## src/rtl/dac_write_scheduler_if.sv

```systemverilog
// dac_write_scheduler_if: requester handshake plus DAC pin bundle for dac_write_scheduler
interface dac_write_scheduler_if;
  logic       req_a;
  logic [7:0] data_a;
  logic       ack_a;
  logic       req_b;
  logic [7:0] data_b;
  logic       ack_b;
  logic       busy;
  logic       dac_csn;
  logic       dac_wrn;
  logic       dac_a_b;
  logic [7:0] dac_d;
  logic       dac_ldacn;
  modport master (
    output req_a, data_a, req_b, data_b,
    input  ack_a, ack_b, busy, dac_csn, dac_wrn, dac_a_b, dac_d, dac_ldacn
  );
  modport slave (
    input  req_a, data_a, req_b, data_b,
    output ack_a, ack_b, busy, dac_csn, dac_wrn, dac_a_b, dac_d, dac_ldacn
  );
endinterface

```

## src/rtl/dac_write_scheduler.sv

```systemverilog
// dac_write_scheduler: round-robin A/B arbiter driving parallel DAC write timing, batching A+B under one ldacn pulse
module dac_write_scheduler #(
  parameter int SETUP_CYC = 4,
  parameter int WR_CYC    = 50,
  parameter int HOLD_CYC  = 4,
  parameter int LDAC_CYC  = 8
) (
  input logic clk,
  input logic rst,
  dac_write_scheduler_if.slave bus
);
  typedef enum logic [2:0] {IDLE, SETUP, WRITE, HOLD, LOAD} state_t;
  state_t     state, state_n;
  logic [7:0] cnt, cnt_n, d, d_n;
  logic       ack_a, ack_a_n, ack_b, ack_b_n, busy, busy_n;
  logic       csn, csn_n, wrn, wrn_n, a_b, a_b_n, ldacn, ldacn_n;
  logic       last_b, last_b_n, wr_a, wr_a_n, wr_b, wr_b_n;
  logic       grant_a, grant_b, done;
  assign done = cnt == 8'd0;
  always_comb begin
    grant_a  = 1'b0;
    grant_b  = 1'b0;
    state_n  = state;
    cnt_n    = done ? cnt : cnt - 8'd1;
    ack_a_n  = 1'b0;
    ack_b_n  = 1'b0;
    csn_n    = csn;
    wrn_n    = wrn;
    ldacn_n  = ldacn;
    d_n      = d;
    a_b_n    = a_b;
    last_b_n = last_b;
    wr_a_n   = wr_a;
    wr_b_n   = wr_b;
    case (state)
      IDLE: begin
        grant_a = bus.req_a & (~bus.req_b | last_b);
        grant_b = bus.req_b & (~bus.req_a | ~last_b);
      end
      SETUP: if (done) begin
        state_n = WRITE;
        cnt_n   = 8'(WR_CYC - 1);
        wrn_n   = 1'b0;
      end
      WRITE: if (done) begin
        state_n = HOLD;
        cnt_n   = 8'(HOLD_CYC - 1);
        wrn_n   = 1'b1;
      end
      HOLD: if (done) begin
        // the channel just written is flagged, so only the other one can join the batch
        grant_a = bus.req_a & ~wr_a;
        grant_b = bus.req_b & ~wr_b;
        if (!(grant_a | grant_b)) begin
          state_n = LOAD;
          cnt_n   = 8'(LDAC_CYC - 1);
          csn_n   = 1'b1;
          ldacn_n = 1'b0;
        end
      end
      LOAD: if (done) begin
        state_n = IDLE;
        ldacn_n = 1'b1;
        wr_a_n  = 1'b0;
        wr_b_n  = 1'b0;
      end
      default: state_n = IDLE;
    endcase
    if (grant_a | grant_b) begin
      state_n  = SETUP;
      cnt_n    = 8'(SETUP_CYC - 1);
      ack_a_n  = grant_a;
      ack_b_n  = grant_b;
      d_n      = grant_b ? bus.data_b : bus.data_a;
      a_b_n    = grant_b;
      csn_n    = 1'b0;
      last_b_n = grant_b;
      wr_a_n   = wr_a | grant_a;
      wr_b_n   = wr_b | grant_b;
    end
    busy_n = state_n != IDLE;
  end
  always_ff @(posedge clk) begin
    if (!rst) begin
      state  <= IDLE;
      cnt    <= 8'd0;
      ack_a  <= 1'b0;
      ack_b  <= 1'b0;
      busy   <= 1'b0;
      csn    <= 1'b1;
      wrn    <= 1'b1;
      ldacn  <= 1'b1;
      a_b    <= 1'b0;
      d      <= 8'h00;
      last_b <= 1'b1;
      wr_a   <= 1'b0;
      wr_b   <= 1'b0;
    end else begin
      state  <= state_n;
      cnt    <= cnt_n;
      ack_a  <= ack_a_n;
      ack_b  <= ack_b_n;
      busy   <= busy_n;
      csn    <= csn_n;
      wrn    <= wrn_n;
      ldacn  <= ldacn_n;
      a_b    <= a_b_n;
      d      <= d_n;
      last_b <= last_b_n;
      wr_a   <= wr_a_n;
      wr_b   <= wr_b_n;
    end
  end
  assign bus.ack_a     = ack_a;
  assign bus.ack_b     = ack_b;
  assign bus.busy      = busy;
  assign bus.dac_csn   = csn;
  assign bus.dac_wrn   = wrn;
  assign bus.dac_a_b   = a_b;
  assign bus.dac_d     = d;
  assign bus.dac_ldacn = ldacn;
endmodule

```

## src/flat_wrapper.sv

```systemverilog
// flat-port wrapper written by rule: the top's interface ports become plain ports
module dac_write_scheduler_flat 
#(
  parameter int SETUP_CYC = 4,
  parameter int WR_CYC    = 50,
  parameter int HOLD_CYC  = 4,
  parameter int LDAC_CYC  = 8
)
  (clk, rst, bus_req_a, bus_data_a, bus_req_b, bus_data_b, bus_ack_a, bus_ack_b, bus_busy, bus_dac_csn, bus_dac_wrn, bus_dac_a_b, bus_dac_d, bus_dac_ldacn);
  dac_write_scheduler_if bus_i ();
  input logic clk;
  input logic rst;
  input wire logic [$bits(bus_i.req_a)-1:0] bus_req_a;
  input wire logic [$bits(bus_i.data_a)-1:0] bus_data_a;
  input wire logic [$bits(bus_i.req_b)-1:0] bus_req_b;
  input wire logic [$bits(bus_i.data_b)-1:0] bus_data_b;
  output wire logic [$bits(bus_i.ack_a)-1:0] bus_ack_a;
  output wire logic [$bits(bus_i.ack_b)-1:0] bus_ack_b;
  output wire logic [$bits(bus_i.busy)-1:0] bus_busy;
  output wire logic [$bits(bus_i.dac_csn)-1:0] bus_dac_csn;
  output wire logic [$bits(bus_i.dac_wrn)-1:0] bus_dac_wrn;
  output wire logic [$bits(bus_i.dac_a_b)-1:0] bus_dac_a_b;
  output wire logic [$bits(bus_i.dac_d)-1:0] bus_dac_d;
  output wire logic [$bits(bus_i.dac_ldacn)-1:0] bus_dac_ldacn;
  assign bus_i.req_a = bus_req_a;
  assign bus_i.data_a = bus_data_a;
  assign bus_i.req_b = bus_req_b;
  assign bus_i.data_b = bus_data_b;
  assign bus_ack_a = bus_i.ack_a;
  assign bus_ack_b = bus_i.ack_b;
  assign bus_busy = bus_i.busy;
  assign bus_dac_csn = bus_i.dac_csn;
  assign bus_dac_wrn = bus_i.dac_wrn;
  assign bus_dac_a_b = bus_i.dac_a_b;
  assign bus_dac_d = bus_i.dac_d;
  assign bus_dac_ldacn = bus_i.dac_ldacn;
  dac_write_scheduler #(.SETUP_CYC(SETUP_CYC), .WR_CYC(WR_CYC), .HOLD_CYC(HOLD_CYC), .LDAC_CYC(LDAC_CYC)) u_core (.clk(clk), .rst(rst), .bus(bus_i));
endmodule
```

## config.mk

```make
export PLATFORM = sky130hd
export DESIGN_NAME = dac_write_scheduler_flat
export DESIGN_NICKNAME = d
export VERILOG_FILES = /design/src/rtl/dac_write_scheduler_if.sv /design/src/rtl/dac_write_scheduler.sv /design/src/flat_wrapper.sv
export SDC_FILE = /design/constraint.sdc
export NUM_CORES = 1
export LEC_CHECK = 0
export ABC_AREA = 1
export CAP_MARGIN = 15
export CORE_UTILIZATION = 45
export DETAILED_ROUTE_END_ITERATION = 6
export HOLD_SLACK_MARGIN = 0.15
export PLACE_DENSITY = 0.82
export SLEW_MARGIN = 40
export SYNTH_ARGS = -nofsm -noshare
export SYNTH_HDL_FRONTEND = slang
export SYNTH_SLANG_ARGS = --single-unit
```

## constraint.sdc

```tcl
create_clock -name clk -period 3.4 [get_ports clk]
set_input_delay 0.68 -clock clk [delete_from_list [all_inputs] [get_ports clk]]
set_output_delay 0.68 -clock clk [all_outputs]
set_load 0.02 [all_outputs]
```

# Word level (Yosys, flattened, before mapping)
# Cells that the tools add are included.
# totals
regBits	29
latch_bits	0
ramBits	0
romBits	0
in_bits	20
out_inout_bits	15
elab_cells	87
memories	0
# op_classes
n_addsub	1
n_mul	0
div	0
magnitude_cmp	0
n_eq_ne	10
shift	0
n_mux	32
n_bitwise	16
n_reduce_logical	14
# ops
op	count
2-to-1 mux 8 bit	6
case mux 8 bit (3 select lines)	1
2-to-1 mux 3 bit	6
case mux 3 bit (5 select lines)	1
2-to-1 mux 1 bit	13
nonzero test 2 bit	5
zero test 8 bit	1
inequality test 2 x 1 -> 1 bit (second input constant)	4
case mux 1 bit (2 select lines)	4
subtractor 8 x 1 -> 8 bit (second input constant)	1
equality test 3 x 2 -> 1 bit (second input constant)	2
inverter 1 bit	6
OR 1 bit	6
AND reduction 3 bit	2
bitwise AND 1 bit	4
inequality test 2 bit (second input constant)	2
AND reduction 2 bit	2
AND reduction 4 bit	1
equality test 3 x 1 -> 1 bit (second input constant)	1
equality test 3 bit (second input constant)	1
zero test 3 bit	1
nonzero test 3 bit	1
2-to-1 mux 2 bit	1
OR reduction 2 bit	1

# Depth between registers and ports, before layout
# logic_depth
word_depth	8
depth_mapped	11
depth_no_buf	10

# Least setup slack after synthesis
# OpenSTA, ideal clock, no wires.
# synth_path
path_kind	input to register
startpoint	input port bus_req_a
endpoint	register u_core.csn, in the netlist u_core.bus.dac_csn
setup_time_ns	0.122
arrival_time_ns	1.342
t_required_ns	3.278
slack_ns	1.936
path_stages	8
n_path_buf	0
path_cell_list	nand2_1 nand2_1 nor2_1 inv_1 nand2_4 nor2_2 nor2_4 a21oi_1
# synth_via
elab_chain_len	7
word_cells_on_any_way	15
classes_between	1 x eq/ne; 4 x mux; 7 x bitwise; 3 x reduce/logical
# synth_rtl
item	line	source
start, declared	flat_wrapper.sv:13	input wire logic [$bits(bus_i.req_a)-1:0] bus_req_a;
inverter 1 bit	dac_write_scheduler.sv:38	grant_b = bus.req_b & (~bus.req_a | ~last_b);
OR 1 bit	dac_write_scheduler.sv:38	
bitwise AND 1 bit	dac_write_scheduler.sv:38	
case mux 1 bit (2 select lines)	dac_write_scheduler.sv:35	case (state)
OR 1 bit	dac_write_scheduler.sv:69	if (grant_a | grant_b) begin
inequality test 2 bit (no line) or nonzero test 2 bit (tied branches)	--	
AND reduction 3 bit (no line)	--	
end signal, assigned	dac_write_scheduler.sv:104	csn <= csn_n;
end, declared	dac_write_scheduler.sv:16	logic csn, csn_n, wrn, wrn_n, a_b, a_b_n, ldacn, ldacn_n;
# Several ways; a longest one is shown, not always the timed one.
# A chain may end at the register's enable or synchronous reset.

# Final worst setup path
# layout_path
startpoint	register u_core.a_b, in the netlist u_core.bus.dac_a_b
endpoint	output port bus_dac_a_b
# layout_rtl
item	line	source
start, declared	dac_write_scheduler.sv:16	
start signal, assigned	dac_write_scheduler.sv:107	a_b <= a_b_n;
end, declared	flat_wrapper.sv:22	output wire logic [$bits(bus_i.dac_a_b)-1:0] bus_dac_a_b;
# No word-level cell between the ends.

==> key figures <==
CTS
  • CTS tree: built
  • CTS Buf Count: 5
  • Post-CTS Setup Inserts: 0
  • Clock Latency Late Sink: 0.34 ns
  • Hold Buf Count CTS: 0
  • Clock-pin slew on the worst setup and hold paths: 0.09 ns
  • CTS Buffer Depth: 2
  • Clock sinks: 29
  • H-tree levels: 2
  • Post-CTS Resized: 0
  • Clk Tree Root Cell: clkbuf_4

Floorplan
  • # rows: 20
  • Die height: 60.12 um
  • CORE AREA: 3128 um2
  • Initial core utilization: 48.60%
  • Die Wd: 60.12 um
  • Top-level I/O count: 35
  • Area of the die: 3614 um2

Layout
  • Leading cell type in the layout, fill and taps excluded: nand2_1
  • Synth-to-Final Area Change: 28.39%
  • Layout cells sized above 1: 10.23%
  • Final instance area: 1952 um2
  • Nets: 285
  • Final core utilization: 62.40%
  • N_diodes: 0
  • Most frequent cells in the layout: nand2_1 (71), clkdlybuf4s50_1 (34), nor2_1 (29), dfxtp_1 (29), inv_1 (28)

Route
  • Initial DRT Pass Iterations: 4
  • DRT Wirelength: 3139 um
  • Post-route DRC: 0
  • Via-to-Cell Ratio: 4.604
  • Post-route ant nets: 0
  • Vias post-DR: 1418
  • Iter 0 DRT Violations: 41
  • Routed WL per cell: 10.19 um

Global route
  • Tot GR Track Use: 20.14%
  • Pin count of the biggest net entering global routing: 18
  • Number of global-route vias before repair: 1240
  • First-pass GRT wire length: 5306 um
  • Grt ovf: 0
  • Initial antenna violation count: 0

Setup path
  • CP required: 2.72 ns
  • Crit path max-delay cell type: clkdlybuf4s50_1
  • Crit path kind: reg2out
  • CP max stage delay: 0.62 ns
  • Crit path max fanout: 2
  • Critical path launch point type: register
  • CP delay by family, top: buffers and inverters
  • Worst path cell trace: clkdlybuf4s50_1
  • FF-to-FF setup slack: 1.59 ns
  • Critical path data arrival time: 1.30 ns
  • WP buf/inv: 1
  • CP Capture Type: output port

STA
  • Worst clock skew: 0.008011 ns
  • Post-route worst setup slack: 1.416 ns
  • Final setup vio count: 0
  • WHS: 0.4709 ns
  • F_max: 504.0 MHz
  • Tmin final: 1.984 ns
  • Slew Viols, Final: 0
  • Worst-margin pin slew: 0.4760 ns
  • Setup TNS Final: 0 ns
  • Tcrit/Tclk final: 58.35%
  • RSZ-0062 raised after global routing: false
  • Hold Violations, Final: 0
  • Slew margin rel.: 68.26%

Place
  • Port bufs: 34
  • Post-Place Setup Slack: 1.189 ns
  • DP Area: 1882 um2
  • Final GP Congestion: 0.8211
  • Detailed placement HPWL: 2331 um

Yosys
  • Synthesized cell area: 1520 um2
  • Ys Warns: 0
  • Number of synthesized register bits: 29
  • Syn Inst Count: 225
  • Syn_area_per_cell: 6.756 um2
  • Mapped Nets: 247
  • Cell variety after synth: 23
  • Sequential element share of the synthesized area: 38.19%

Worst hold path
  • Hold Crit Class: reg2reg

Run
  • Number of max-cap violations: 0

Pwr
  • Maximum VDD drop: 0.0003695 V
  • P_leak: 0.9710 nW
  • PD cells: 817.5 nW/um2

Status
  • Status: completed
[tightest hold or removal path, cell delays in order, from the launching register on]
cell	delay, ns
dfxtp_1	0.32
nand3_1	0.07
nand2_1	0.05
[metrics by stage]
step | instances | power (mW)
finish | 308 | 1.596
global route | 308 | 1.739
CTS | 308 | 1.599
detailed placement | 300 | 1.357
global placement | 300 | 1.350
floorplan | 225 | 1.178
[kinds of logic after synthesis]
| logic type | count (synthesis) | share of synthesized area, % |
|---|---|---|
| buffers and inverters | 34 | 9.876 |
| AOI/OAI and AO/OA | 20 | 7.325 |
| xor gates and xnor gates | 4 | 2.304 |
| and+or+nand+nor | 136 | 40.66 |
| adders and majority gates | 2 | 1.646 |
| DFF | 29 | 38.19 |
[area by class of cell]
cell class,instances,area (um2)
well taps,44,55.05
multi-input cells,162,789.5
clock inverters,1,5.005
flip-flops and latches,29,580.6
inverters,31,116.4
repair buffers,34,340.3
clock buffers,7,65.06
fillers,284,1176
[report_power, final]
group	leakage (nW)	internal [mW]	total [mW]	switching, mW
Sequential	0.239	0.438	0.494	0.0567
Combinational	0.691	0.315	0.860	0.545
Clock	0.0413	0.120	0.241	0.122
Total	0.971	0.873	1.60	0.723
[state kept, by name (all words and copies together), names as in the netlist]
name / cells
u_core.bus.dac_ldacn: 1
u_core.bus.dac_wrn: 1
u_core.last_b: 1
u_core.bus.dac_csn: 1
u_core.wr_b: 1
u_core.bus.dac_d: 8
u_core.bus.ack_b: 1
u_core.bus.ack_a: 1
u_core.bus.busy: 1
u_core.bus.dac_a_b: 1
u_core.state: 3
u_core.wr_a: 1
u_core.cnt: 8
[metal layers]
metal,up-vias,part of all wire (%),global-route usage (%)
met5,-,0,0
met3,8,3.2,5.195
li1,768,-,-
met1,614,48,26.68
met2,28,46,29.04
met4,0,2.6,11.96
[synthesized netlist by cell type]
cell,number,area [um2]
ha_1,2,25.02
nand3_1,17,85.08
dfxtp_1,29,580.6
nor4_1,1,6.260
inv_1,28,105.1
o2111ai_1,1,8.760
nor2_2,3,18.77
nor2_4,2,22.52
nor3_2,1,10.01
o21ai_0,9,45.04
xor2_1,4,35.03
a21oi_2,2,17.52
nor3_1,3,15.01
nand2_4,2,22.52
nor2_1,29,108.9
nor2_8,1,20.02
nand3b_1,1,7.510
nand3_2,1,10.01
buf_6,3,33.78
nand2_2,4,25.02
nand2_1,71,266.5
inv_2,3,11.26
a21oi_1,8,40.04
[path summary, 6_finish.rpt]
kind / end / cells after the start / from
hold reg to reg: u_core.bus.dac_d[3]$_SDFFE_PN0P_ / 2 / u_core.bus.dac_d[3]$_SDFFE_PN0P_
setup / recovery: bus_dac_a_b / 1 / u_core.bus.dac_a_b$_SDFFE_PN0P_
setup reg to reg: u_core.bus.dac_d[2]$_SDFFE_PN0P_ / 10 / u_core.cnt[1]$_SDFF_PN0_
hold / removal: u_core.bus.dac_d[3]$_SDFFE_PN0P_ / 2 / u_core.bus.dac_d[3]$_SDFFE_PN0P_
No activity file was read; power rests on OpenSTA's default activity.
